[src/rtl/pack_pkg.sv]
// pack_pkg: shared definitions for the 8-to-16 beat packer.
//   CNT_W        - width of the completed-word counter
//   pack_state_e - packing state (EMPTY: nothing held, HALF: first beat held)
package pack_pkg;

    localparam int CNT_W = 10;

    typedef enum logic {
        EMPTY = 1'b0,
        HALF  = 1'b1
    } pack_state_e;

endpackage

[src/rtl/sync_fifo.sv]
// sync_fifo: single-clock FIFO with a registered occupancy count.
//   clk, rst_n - clock, asynchronous active-low reset (clears storage too)
//   push, din  - write din when push is high and the FIFO is not full
//   pop        - drop the head when pop is high and the FIFO is not empty
//   flush      - empty the FIFO on this edge; overrides push/pop
//   dout       - current head entry, read straight from storage
//   full       - count equals DEPTH
//   empty      - count equals 0
//   count      - number of stored entries
module sync_fifo #(
    parameter int WIDTH = 16,
    parameter int DEPTH = 2
) (
    input  logic                     clk,
    input  logic                     rst_n,
    input  logic                     push,
    input  logic                     pop,
    input  logic                     flush,
    input  logic [WIDTH-1:0]         din,
    output logic [WIDTH-1:0]         dout,
    output logic                     full,
    output logic                     empty,
    output logic [$clog2(DEPTH):0]   count
);

    localparam int AW = $clog2(DEPTH);
    localparam int CW = AW + 1;

    logic [WIDTH-1:0] mem [DEPTH];
    logic [AW-1:0]    wr_ptr;
    logic [AW-1:0]    rd_ptr;
    logic             do_push;
    logic             do_pop;

    assign do_push = push & ~full;
    assign do_pop  = pop & ~empty;

    // Storage is cleared on reset so the head reads as zero while in reset.
    always_ff @(posedge clk or negedge rst_n) begin
        if (!rst_n) begin
            for (int i = 0; i < DEPTH; i++) begin
                mem[i] <= '0;
            end
            wr_ptr <= '0;
            rd_ptr <= '0;
            count  <= '0;
        end else if (flush) begin
            wr_ptr <= '0;
            rd_ptr <= '0;
            count  <= '0;
        end else begin
            if (do_push) begin
                mem[wr_ptr] <= din;
                wr_ptr      <= wr_ptr + AW'(1);
            end
            if (do_pop) begin
                rd_ptr <= rd_ptr + AW'(1);
            end
            if (do_push && !do_pop) begin
                count <= count + CW'(1);
            end else if (do_pop && !do_push) begin
                count <= count - CW'(1);
            end
        end
    end

    assign dout  = mem[rd_ptr];
    assign full  = (count == CW'(DEPTH));
    assign empty = (count == '0);

endmodule

[src/rtl/pack_8to16.sv]
// pack_8to16: packs pairs of IN_W-bit source beats into 2*IN_W-bit words
// and queues them in a small output FIFO.
//   clk, rst_n             - clock, asynchronous active-low reset
//   cfg_en                 - enable; while low, all buffered data is dropped
//   cfg_msb_first          - 0: first beat in low half, 1: first beat in high half
//   src_val/src_rdy/src_data - source beat handshake
//   dst_val/dst_rdy/dst_data - packed word handshake
//   sts_half               - a first beat is held waiting for its pair
//   sts_word_cnt           - completed destination handshakes, wraps at 1024
//
// state | meaning
// ------+----------------------------------------------
// EMPTY | no beat held; next accepted beat is a first beat
// HALF  | first beat in hold register; next beat completes a word
module pack_8to16
    import pack_pkg::*;
#(
    parameter int IN_W       = 8,
    parameter int FIFO_DEPTH = 2
) (
    input  logic                clk,
    input  logic                rst_n,
    input  logic                cfg_en,
    input  logic                cfg_msb_first,
    input  logic                src_val,
    output logic                src_rdy,
    input  logic [IN_W-1:0]     src_data,
    output logic                dst_val,
    input  logic                dst_rdy,
    output logic [2*IN_W-1:0]   dst_data,
    output logic                sts_half,
    output logic [CNT_W-1:0]    sts_word_cnt
);

    localparam int CW = $clog2(FIFO_DEPTH) + 1;

    pack_state_e       state;
    pack_state_e       state_nxt;
    logic [IN_W-1:0]   hold;
    logic [2*IN_W-1:0] word;
    logic              src_fire;
    logic              push;
    logic              pop;
    logic              fifo_full;
    logic              fifo_empty;
    logic [CW-1:0]     fifo_count;

    // Ready depends only on registered occupancy, never on dst_rdy. rst_n is
    // folded in so ready reads low while reset is held with cfg_en high.
    assign src_rdy  = rst_n & cfg_en & (fifo_count < CW'(FIFO_DEPTH));
    assign src_fire = src_val & src_rdy;
    assign push     = src_fire & (state == HALF) & ~fifo_full;
    assign dst_val  = cfg_en & ~fifo_empty;
    assign pop      = dst_val & dst_rdy;

    assign word = cfg_msb_first ? {hold, src_data} : {src_data, hold};

    always_comb begin
        state_nxt = state;
        if (!cfg_en) begin
            state_nxt = EMPTY;
        end else if (src_fire) begin
            case (state)
                EMPTY:   state_nxt = HALF;
                HALF:    state_nxt = EMPTY;
                default: state_nxt = EMPTY;
            endcase
        end
    end

    always_ff @(posedge clk or negedge rst_n) begin
        if (!rst_n) begin
            state <= EMPTY;
            hold  <= '0;
        end else begin
            state <= state_nxt;
            if (!cfg_en) begin
                hold <= '0;
            end else if (src_fire && state == EMPTY) begin
                hold <= src_data;
            end
        end
    end

    always_ff @(posedge clk or negedge rst_n) begin
        if (!rst_n) begin
            sts_word_cnt <= '0;
        end else if (pop) begin
            sts_word_cnt <= sts_word_cnt + CNT_W'(1);
        end
    end

    // Gated with cfg_en so a held beat stops being reported as soon as
    // the block is disabled, not one edge later.
    assign sts_half = cfg_en & (state == HALF);

    sync_fifo #(
        .WIDTH (2*IN_W),
        .DEPTH (FIFO_DEPTH)
    ) u_fifo (
        .clk   (clk),
        .rst_n (rst_n),
        .push  (push),
        .pop   (pop),
        .flush (~cfg_en),
        .din   (word),
        .dout  (dst_data),
        .full  (fifo_full),
        .empty (fifo_empty),
        .count (fifo_count)
    );

endmodule

[config.mk]
export PLATFORM = sky130hd
export DESIGN_NAME = pack_8to16
export DESIGN_NICKNAME = d
export VERILOG_FILES = /design/src/rtl/pack_pkg.sv /design/src/rtl/sync_fifo.sv /design/src/rtl/pack_8to16.sv
export SDC_FILE = /design/constraint.sdc
export NUM_CORES = 1
export LEC_CHECK = 0
export CAP_MARGIN = 25
export CORE_MARGIN = 2
export CORE_UTILIZATION = 53
export CTS_CLUSTER_SIZE = 30
export DETAILED_ROUTE_END_ITERATION = 10
export HOLD_SLACK_MARGIN = 0.12
export PLACE_DENSITY = 0.79
export SLEW_MARGIN = 20
export SYNTH_ARGS = -nofsm -noshare
export SYNTH_HDL_FRONTEND = slang
export SYNTH_SLANG_ARGS = --single-unit
[constraint.sdc]
create_clock -name clk -period 1.7 [get_ports clk]
set_input_delay 0.34 -clock clk [delete_from_list [all_inputs] [get_ports clk]]
set_output_delay 0.34 -clock clk [all_outputs]
set_load 0.01 [all_outputs]
After elaboration in Yosys (flattened, before gate mapping)
Index checks and enable logic that the tools add are counted.

Add/sub/neg operators: 5. Multiply operators: 0. Div/mod/pow operators: 0. Order comparisons: 4. Eq/ne operators: 6. Shift operators: 0. Muxes and demuxes: 19. Bitwise operators: 15. Reductions and logical operators: 8.

Operators with widths (count): 16-bit two-way mux (5); 32-bit bitwise mux (1); 16-bit demux with 1-bit select (1); 8-bit two-way mux (2); 10-bit by 1-bit adder with 10-bit output, second input constant (1); 1-bit AND (10); 2-bit by 1-bit inequality test with 1-bit output, second input constant (4); 1-bit two-way mux (6); 2-bit two-way mux (3); 2-bit >= comparator, second input constant (2); 1-bit logical AND (4); 1-bit inverter with 2-bit output (2); 3-bit by 1-bit inequality test with 1-bit output, second input constant (1); 1-bit inverter (3); 1-bit adder, second input constant (2); 2-bit by 1-bit adder with 2-bit output, second input constant (1); 2-bit == test, second input constant (1); 1-bit logical NOT (2); 2-bit logical NOT (1); 2-bit by 1-bit less-than comparator with 1-bit output, second input constant (1); 2-bit less-than comparator, second input constant (1); 1-bit case mux with 2 select lines (1); 2-bit AND reduction (1); 2-bit by 1-bit subtractor with 2-bit output, second input constant (1).

Bits in registers: 55. Bits in latches: 0. Memory bits (writable): 0. Memory bits (read-only): 0. Word-level logic and storage cells: 65. Memories kept: 0.

Depth between registers and ports, before layout
Gate-level depths: netlist of run 1.

Depth after elaboration: 11. Gate-level depth with buffers: 5. Depth with buffers taken out: 4.

Hierarchy
From an unflattened synthesis of run 1, not the netlist that was laid out.

Cells, all modules: 219. Area, all modules: 2695.1 sq um.

Modules (own cells, without submodules): sync_fifo (instances 1, cells each 109, area each 1636.6 sq um); pack_8to16 (instances 1, cells each 110, area each 1058.5 sq um).

Worst setup path after synthesis of run 1
No wires, ideal clock.

Path kind: input -> register. Start point: in cfg_en. End point: reg u_fifo.mem[21] (netlist name). Library setup time: 0.125 ns. Data arrival time: 1.437 ns. Required time: 1.575 ns. Path slack: 0.139 ns. Stages: 5. Buffers on the path: 2. Cell sequence: buf_2 > nand2b_1 > nor3_4 > buf_6 > mux2_2.

Longest elaborated chain between the ends: 7.

RTL lines: start, declared (RTL line pack_8to16.sv:23) `input logic cfg_en,`; 1-bit AND (2 in series) (RTL line pack_8to16.sv:50) `assign src_rdy = rst_n & cfg_en & (fifo_count < CW'(FIFO_DEPTH));`; 1-bit AND (RTL line pack_8to16.sv:51) `assign src_fire = src_val & src_rdy;`; 1-bit AND (2 in series) (RTL line pack_8to16.sv:52) `assign push = src_fire & (state == HALF) & ~fifo_full;`; 1-bit AND (RTL line sync_fifo.sv:35) `assign do_push = push & ~full;`; 2-bit AND reduction (no source line) *; end signal, assigned by index (RTL line sync_fifo.sv:53) `mem[wr_ptr] <= din;`; end, declared (RTL line sync_fifo.sv:29) `logic [WIDTH-1:0] mem [DEPTH];`.

Every way passes the cells marked *; elsewhere a longest branch is shown, timed or not. A chain may end at the register's enable or synchronous reset.

Worst setup path in the final report of run 1
Start point: reg u_fifo.rd_ptr. End point: out dst_data[5].

Longest elaborated chain between the ends: 4.

RTL lines: start, declared (RTL line sync_fifo.sv:31) `logic [AW-1:0] rd_ptr;`; start signal, assigned (RTL line sync_fifo.sv:57) `rd_ptr <= rd_ptr + AW'(1);`; 1-bit inverter with 2-bit output (not written as such) (RTL line sync_fifo.sv:67) `assign dout = mem[rd_ptr];`; 16-bit two-way mux (not written as such) (3 in series) (RTL line sync_fifo.sv:67); end, declared (RTL line pack_8to16.sv:30) `output logic [2*IN_W-1:0] dst_data,`.

No other way between the ends. The select of a mux whose other input is x is not followed.

==> reports/qor_table.md, run 1 <==
| Quantity | This run |
|:---|:---|
| Total power divided by cell area | 755 nW/um2 |
| Overall power | 0.00273 W |
| Initial Util | 54.1% |
| Share of the cycle needed by the critical path after routing | 104% |
| Library cells used by synthesis | 37 |
| Number of search-and-repair iterations in the first detailed-routing pass | 5 |
| Sequential-to-total area share from yosys stat | 50.4% |
| Startpoint type of the worst setup path | flip-flop |
| Routed wire length | 5750 um |
| Final instance area | 3620 um2 |
| Width of the chip | 75.8 um |
| Worst hold path class | in2async |
| Fmax | 0.563 GHz |
| Via density per instance | 5.46 |
| Post-synthesis net count | 227 |
| IR drop worst, VDD | 631 uV |
| Finish-stage setup viols | 13 |
| Area after detailed placement | 3370 um2 |
| Total number of nets in the final design | 303 |
| Relative max-transition margin | 48.2% |
| Tightest Pin Transition | 0.775 ns |
| Maximum count of clock buffers along a single path | 2 |
| Critical path endpoint category | output port |
| Top_reg_cell synth | dfrtp_1 |
| Initial DRC count | 96 |
| Placeable core region | 5040 um2 |
| Number of synthesized flops with an enable pin | 0 |
| Largest driver fanout on the critical path | 5 |
| Flop and latch count out of synthesis | 55 |
| Number of max-slew violations in the final report | 0 |
| Diode count | 0 |
| Commonest non-fill, non-tap cell in the layout | dfrtp_1 |
| H-tree levels | 2 |
| Antenna violation net count after detailed routing | 0 |
| Netlist area before placement | 2730 um2 |
| Pleak | 1.77 nW |
| Complex-gate fraction of the synthesized area | 4.91% |
| Fraction of final layout cells sized beyond drive strength 1 | 45.8% |
| Average cell area after synthesis | 12.9 um2 |
| Delay of the slowest cell on the worst path | 0.44 ns |
| Parity-gate share of the synthesized area counting xor and xnor cells | 2.89% |
| Hpwl dp | 4020 um |
| Global-route wire length before repair | 9380 um |
| Mux contribution to synthesized area | 28.9% |
| Chain of cells forming the critical path | buf_6, buf_8, mux2_4, buf_6 |
| Commonest non-fill, non-tap cells in the layout | dfrtp_1 (52), mux2_2 (48), buf_4 (25), clkdlybuf4s50_1 (21), buf_6 (20) |
| Min Clock Period, post-route | 1.78 ns |
| Fraction of the mapped netlist area in adder cells | 0.459% |
| Die boundary height | 75.8 um |
| CTS tree | done |
| Arrival time of data at the critical path endpoint | 1.44 ns |
| Number of I/O pins | 43 |
| Die area | 5740 um2 |
| Rows | 26 |
| Combinational family with the most area after synthesis | multiplexers |
| Routed wire length per instance | 16.1 um |
| Global placement routability congestion | 0.855 |
| Signed area change from the synthesized netlist to the final layout | 32.6% |
| Master of the slowest instance on the critical path | dfrtp_2 |
| Critical path type | reg2out |
| Dominant cell type by count on the critical path | buf_6 |
| Number of buffer cells added on primary ports | 42 |
| Buffers plus inverters on the worst setup path | 3 |
| Yosys synthesis warning count | 0 |
| Setup repair after global routing missed its margin | yes |
| Clk_skew | 0.00558 ns |
| Vias in the first global route | 1,943 |
| Clock-pin slew on the worst setup and hold paths | 0.09 ns |
| Setup WS post-layout | -0.0752 ns |
| Result of the run | finished with violations |
| Number of antenna violations at the first check in global routing | 0 |
| Detailed-route DRC error count | 0 |
| Number of cells produced by synthesis | 212 |
| Proportion of register bits with asynchronous set or reset after synthesis | 100% |
| Violated checks | setup timing |
| Clock root buffer | clkbuf_8 |
| Via total after detailed routing | 1,954 |
| Post-Synth Simple-Gate Area | 9.67% |
| Clock network latency to the later pin of the worst-skew pair | 0.30 ns |
| Number of hold-slack violations in the final timing report | 0 |
| Number of buffers created by CTS | 5 |
| Kind of cell with the highest combined delay on the critical path | flip-flops |
| Maximum Capacitance Violations | 0 |
| Sink count of the clock tree | 55 |
| Total global-route track usage | 21.7% |
| Required time worst endpoint | 1.36 ns |
| Maximum number of pins on one net before global-route repair | 29 |
| Remaining global-route overflow | 0 |
## kinds of logic (layout without fill, tap and decap cells)
group	Yosys count	in the layout
simple gates	44	44
buf+inv	14	90
flops	55	55
mux	67	67
xor+xnor	9	9
compound gates	22	22
fa+ha+maj	1	1
## synthesized netlist by cell type, types with 4 or more instances
cell	count	share of area, %
a21oi_1	7	1.3
dfrtp_1	55	50
inv_1	4	0.55
mux2_2	54	22
mux2_4	10	5.5
nand2_1	9	1.2
nand3_1	7	1.3
nor2_1	7	0.96
o21ai_0	8	1.5
xnor2_1	4	1.3
xor2_1	5	1.6
## cell type report
cell class | instances | area [um2]
Multi-Input combinational cell | 143 | 1310
Inverter | 4 | 15.0
Tap cell | 70 | 87.6
Clock buffer | 6 | 82.6
Sequential cell | 55 | 1380
Timing Repair Buffer | 79 | 741
Fill cell | 349 | 1420
Clock inverter | 1 | 5.00
## registers in the layout (all words and copies together) (netlist names)
name	cells
hold	8
state	1
u_fifo.rd_ptr	1
u_fifo.count	2
sts_word_cnt	10
u_fifo.wr_ptr	1
u_fifo.mem	32
## path summary, 6_finish.rpt
path                       slack (ns)  cells past startpoint         endpoint             from
max                             -0.08                      4      dst_data[5]    u_fifo.rd_ptr
min                              0.16                      2  sts_word_cnt[5]            rst_n
max reg2reg                      0.09                      6   u_fifo.mem[30]  u_fifo.count[1]
min reg2reg                      0.47                      1  sts_word_cnt[9]  sts_word_cnt[9]
max in group asynchronous        0.30                      3    u_fifo.mem[5]            rst_n
min in group clk                 0.47                      1  sts_word_cnt[9]  sts_word_cnt[9]
## per-layer routing
layer,GRT usage (%),up-vias,share of wire [%]
li1,-,909,-
met1,29.3,1006,46
met2,36.0,37,51
met3,4.76,2,3.3
met4,5.07,0,0.21
met5,0,-,0
## what timing repair did
action / 4_1_cts / 5_1_grt
endpoints found under the hold margin: 27 / 0
pin swaps: 0 / 1
setup endpoints to repair: 19 / 34
cloned: 2 / 0
hold buffers: 3 / 0
setup buffers: 6 / 1
gates resized for setup: 87 / 20
## power by group
group          switching, W  total [W]  internal (W)
combinational      0.000228   0.000578      0.000350
clock              0.000386   0.000706      0.000320
sequential        0.0000517    0.00145       0.00140
## metrics by stage
| step | setup TNS (ns) | std cells | setup WS [ns] | hold WS [ns] | util (%) |
|---|---|---|---|---|---|
| 2_1_floorplan | 0 | 212 | 0.139 | 0.0444 | - |
| 3_3_place_gp | -8.50 | 339 | -0.267 | 0.360 | 66.9 |
| 3_5_place_dp | -8.90 | 339 | -0.290 | 0.350 | 66.9 |
| 4_1_cts | -0.664 | 357 | -0.0680 | 0.156 | 70.5 |
| 5_1_grt | -1.28 | 358 | -0.116 | 0.179 | 71.8 |
| 6_report | -0.761 | 358 | -0.0752 | 0.155 | 71.8 |
(Power assumes the default switching activity.)
==> run 2, diff against run 1 <==
--- a/config.mk
+++ b/config.mk
@@ -6,7 +6,6 @@
 export NUM_CORES = 1
 export LEC_CHECK = 0
 export CAP_MARGIN = 25
-export CORE_MARGIN = 2
 export CORE_UTILIZATION = 53
 export CTS_CLUSTER_SIZE = 30
 export DETAILED_ROUTE_END_ITERATION = 10
==> run 2 against run 1 <==
  * The run still ends with setup timing left
  * Clock power fell by 3%
  * Clock-buffer cell count rose by 1
  * Non-clock buffer count fell by 2
  * Sequential share of layout area fell by 0.75 points
  * Cell area rose by 1.9%
==> reports/qor_table.md, run 2 (synthesized netlist as in run 1, its figures left out) <==
| Quantity | This run | Change |
|:---|:---|:---|
| Result of the run | finished with violations |  |
| Violated checks | setup timing |  |
| Setup WS post-layout | -0.0825 ns | -0.00731 ns |
| Relative max-transition margin | 71.1% | +23 points |
| Worst hold path class | in2async |  |
| Met2 Usage GRT | 40.9% | +4.9 points |
| Startpoint type of the worst setup path | flip-flop |  |
| Setup repair after global routing missed its margin | yes |  |
| CTS tree | done |  |
| Initial DRC count | 95 | -1.0% |
| Critical path endpoint category | output port |  |
| Die boundary height | 73.8 um | -2.6% |
| Required time worst endpoint | 1.36 ns | about the same |
| Placeable core region | 4850 um2 | -3.8% |
| Total Negative Setup Slacks | -0.744 ns | +0.0166 ns |
| Min Clock Period, post-route | 1.78 ns | +0.00731 ns |
| Largest driver fanout on the critical path | 5 | unchanged |
| Commonest non-fill, non-tap cells in the layout | dfrtp_1 (53), mux2_2 (38), buf_6 (27), mux2_4 (26), clkdlybuf4s50_1 (21) |  |
| Remaining global-route overflow | 0 | unchanged |
| Vias in the first global route | 1,997 | +2.8% |
| Arrival time of data at the critical path endpoint | 1.44 ns | about the same |
| Rows | 25 | -3.8% |
| Number of buffers created by CTS | 5 | unchanged |
| Pleak | 1.79 nW | +0.99% |
| Clock root buffer | clkbuf_8 |  |
| Width of the chip | 73.8 um | -2.6% |
| Initial Util | 56.3% | +2.2 points |
| Worst hold slack | 0.154 ns | -0.000761 ns |
| Global placement routability congestion | 0.874 | +2.2% |
| Share of the cycle needed by the critical path after routing | 105% | +0.43 points |
| Sink count of the clock tree | 55 | unchanged |
| Detailed-route DRC error count | 0 | unchanged |
| Number of search-and-repair iterations in the first detailed-routing pass | 4 | -1 |
| Total global-route track usage | 24.2% | +2.5 points |
| Number of buffer cells added on primary ports | 42 | unchanged |
| H-tree levels | 2 | unchanged |
| Setup slack at placement | -0.324 ns | -0.0343 ns |
| Antenna violation net count after detailed routing | 0 | unchanged |
| Tightest Pin Transition | 0.433 ns | -0.342 ns |
| Clk_skew | 0.0115 ns | +0.00591 ns |
| Die area | 5440 um2 | -5.2% |
| Hpwl dp | 3930 um | -2.3% |
| Global route hottest layer | met2 |  |
| Fraction of final layout cells sized beyond drive strength 1 | 44.3% | -1.6 points |
| Number of max-slew violations in the final report | 0 | unchanged |
| Number of I/O pins | 43 | unchanged |
| Fmax | 0.561 GHz | -0.41% |
| Critical path type | reg2out |  |
| Number of antenna violations at the first check in global routing | 0 | unchanged |
| Worst reg2reg startpoint | u_fifo.count[1] |  |
| Routed wire length | 5920 um | +3.0% |
| Finish-stage setup viols | 11 | -2 |
| Met1 layer usage reported by global route | 31.2% | +1.9 points |
| Number of hold-slack violations in the final timing report | 0 | unchanged |
| Register with the most flip-flops | u_fifo.mem |  |
| Maximum count of clock buffers along a single path | 2 | unchanged |
| Leading registers by flop count | u_fifo.mem x32, sts_word_cnt x10, hold x8 |  |
| Flip-flop count of the largest register, all copies and words added | 32 | unchanged |
| Total number of nets in the final design | 301 | -0.66% |
| IR drop worst, VDD | 630 uV | -0.18% |
| Maximum Capacitance Violations | 0 | unchanged |
| Worst reg2reg path depth | 5 | -1 |
| Routed wire length per instance | 16.7 um | +4.2% |
| Via total after detailed routing | 1,874 | -4.1% |
| Via density per instance | 5.29 | -3.0% |
| Register-to-register setup slack | 0.14 ns | +0.05 ns |
| Commonest non-fill, non-tap cell in the layout | dfrtp_1 |  |
| Global-route wire length before repair | 9760 um | +4.1% |
| Clock-pin slew on the worst setup and hold paths | 0.09 ns | about the same |
| Signed area change from the synthesized netlist to the final layout | 35.1% |  |
| Fin util | 76.1% | +4.3 points |
| Clock network latency to the later pin of the worst-skew pair | 0.31 ns | about the same |
| Reg-to-Reg End | u_fifo.mem[12] |  |
| Maximum number of pins on one net before global-route repair | 30 | +3.4% |
| Met3 track demand over resource | 5.90% | +1.1 points |
| Diode count | 0 | unchanged |
| Total power divided by cell area | 749 nW/um2 | -0.79% |
## run 2: cell type report
class / instances / area (um2)
Fill cell: 314 / 1160
Clock inverter: 1 / 5.00
Tap cell: 67 / 83.8
Timing Repair Buffer: 77 / 785
Multi-Input combinational cell: 143 / 1340
Clock buffer: 7 / 76.3
Inverter: 4 / 15.0
Sequential cell: 55 / 1380
## run 2: how the worst max path moves through the flow
stage / startpoint / endpoint / slack (ns) / depth (start not counted)
finish: u_fifo.rd_ptr / dst_data[13] / -0.08 / 4
global route: u_fifo.rd_ptr / dst_data[15] / -0.11 / 4
CTS: u_fifo.rd_ptr / dst_data[2] / -0.15 / 4
detailed placement: cfg_en / u_fifo.mem[29] / -0.32 / 6
global placement: cfg_en / u_fifo.mem[22] / -0.30 / 6
floorplan: cfg_en / u_fifo.mem[21] / 0.14 / 5
## run 2: worst max-delay path, stage by stage, from the launching register on
cell and delay [ns]:
dfrtp_1 0.43, buf_6 0.16, buf_6 0.13, mux2_4 0.30
buf_6 0.12
## run 2: what timing repair did
item                                   in CTS  in global routing
endpoints found under the hold margin      19                 19
gates resized for setup                    93                 26
cloned                                      1                  0
setup endpoints to repair                  20                 42
hold buffers                                1                  2
pin swaps                                   0                  0
buffers inserted                            9                  1
## run 2: per-layer routing
| layer | vias to the layer above | share of wire, % |
|---|---|---|
| li1 | 906 | - |
| met1 | 921 | 46 |
| met2 | 43 | 50 |
| met3 | 4 | 3.1 |
| met4 | 0 | 0.56 |
| met5 | - | 0 |
## run 2: report_power, final
| group | switching, W | internal (W) | total, W | leakage, nW |
|---|---|---|---|---|
| Clock | 0.000397 | 0.000290 | 0.000687 | 0.0422 |
| Sequential | 0.0000578 | 0.00140 | 0.00145 | 0.745 |
| Combinational | 0.000232 | 0.000389 | 0.000621 | 1.00 |
## run 2: through the flow
step | power, W | cells | area [um2]
final | 0.00276 | 354 | 3690
after CTS | 0.00274 | 353 | 3610
after detailed placement | 0.00202 | 334 | 3380
after floorplan | 0.00173 | 212 | 2730
after global routing | 0.00289 | 354 | 3690
after global placement | 0.00201 | 334 | 3380
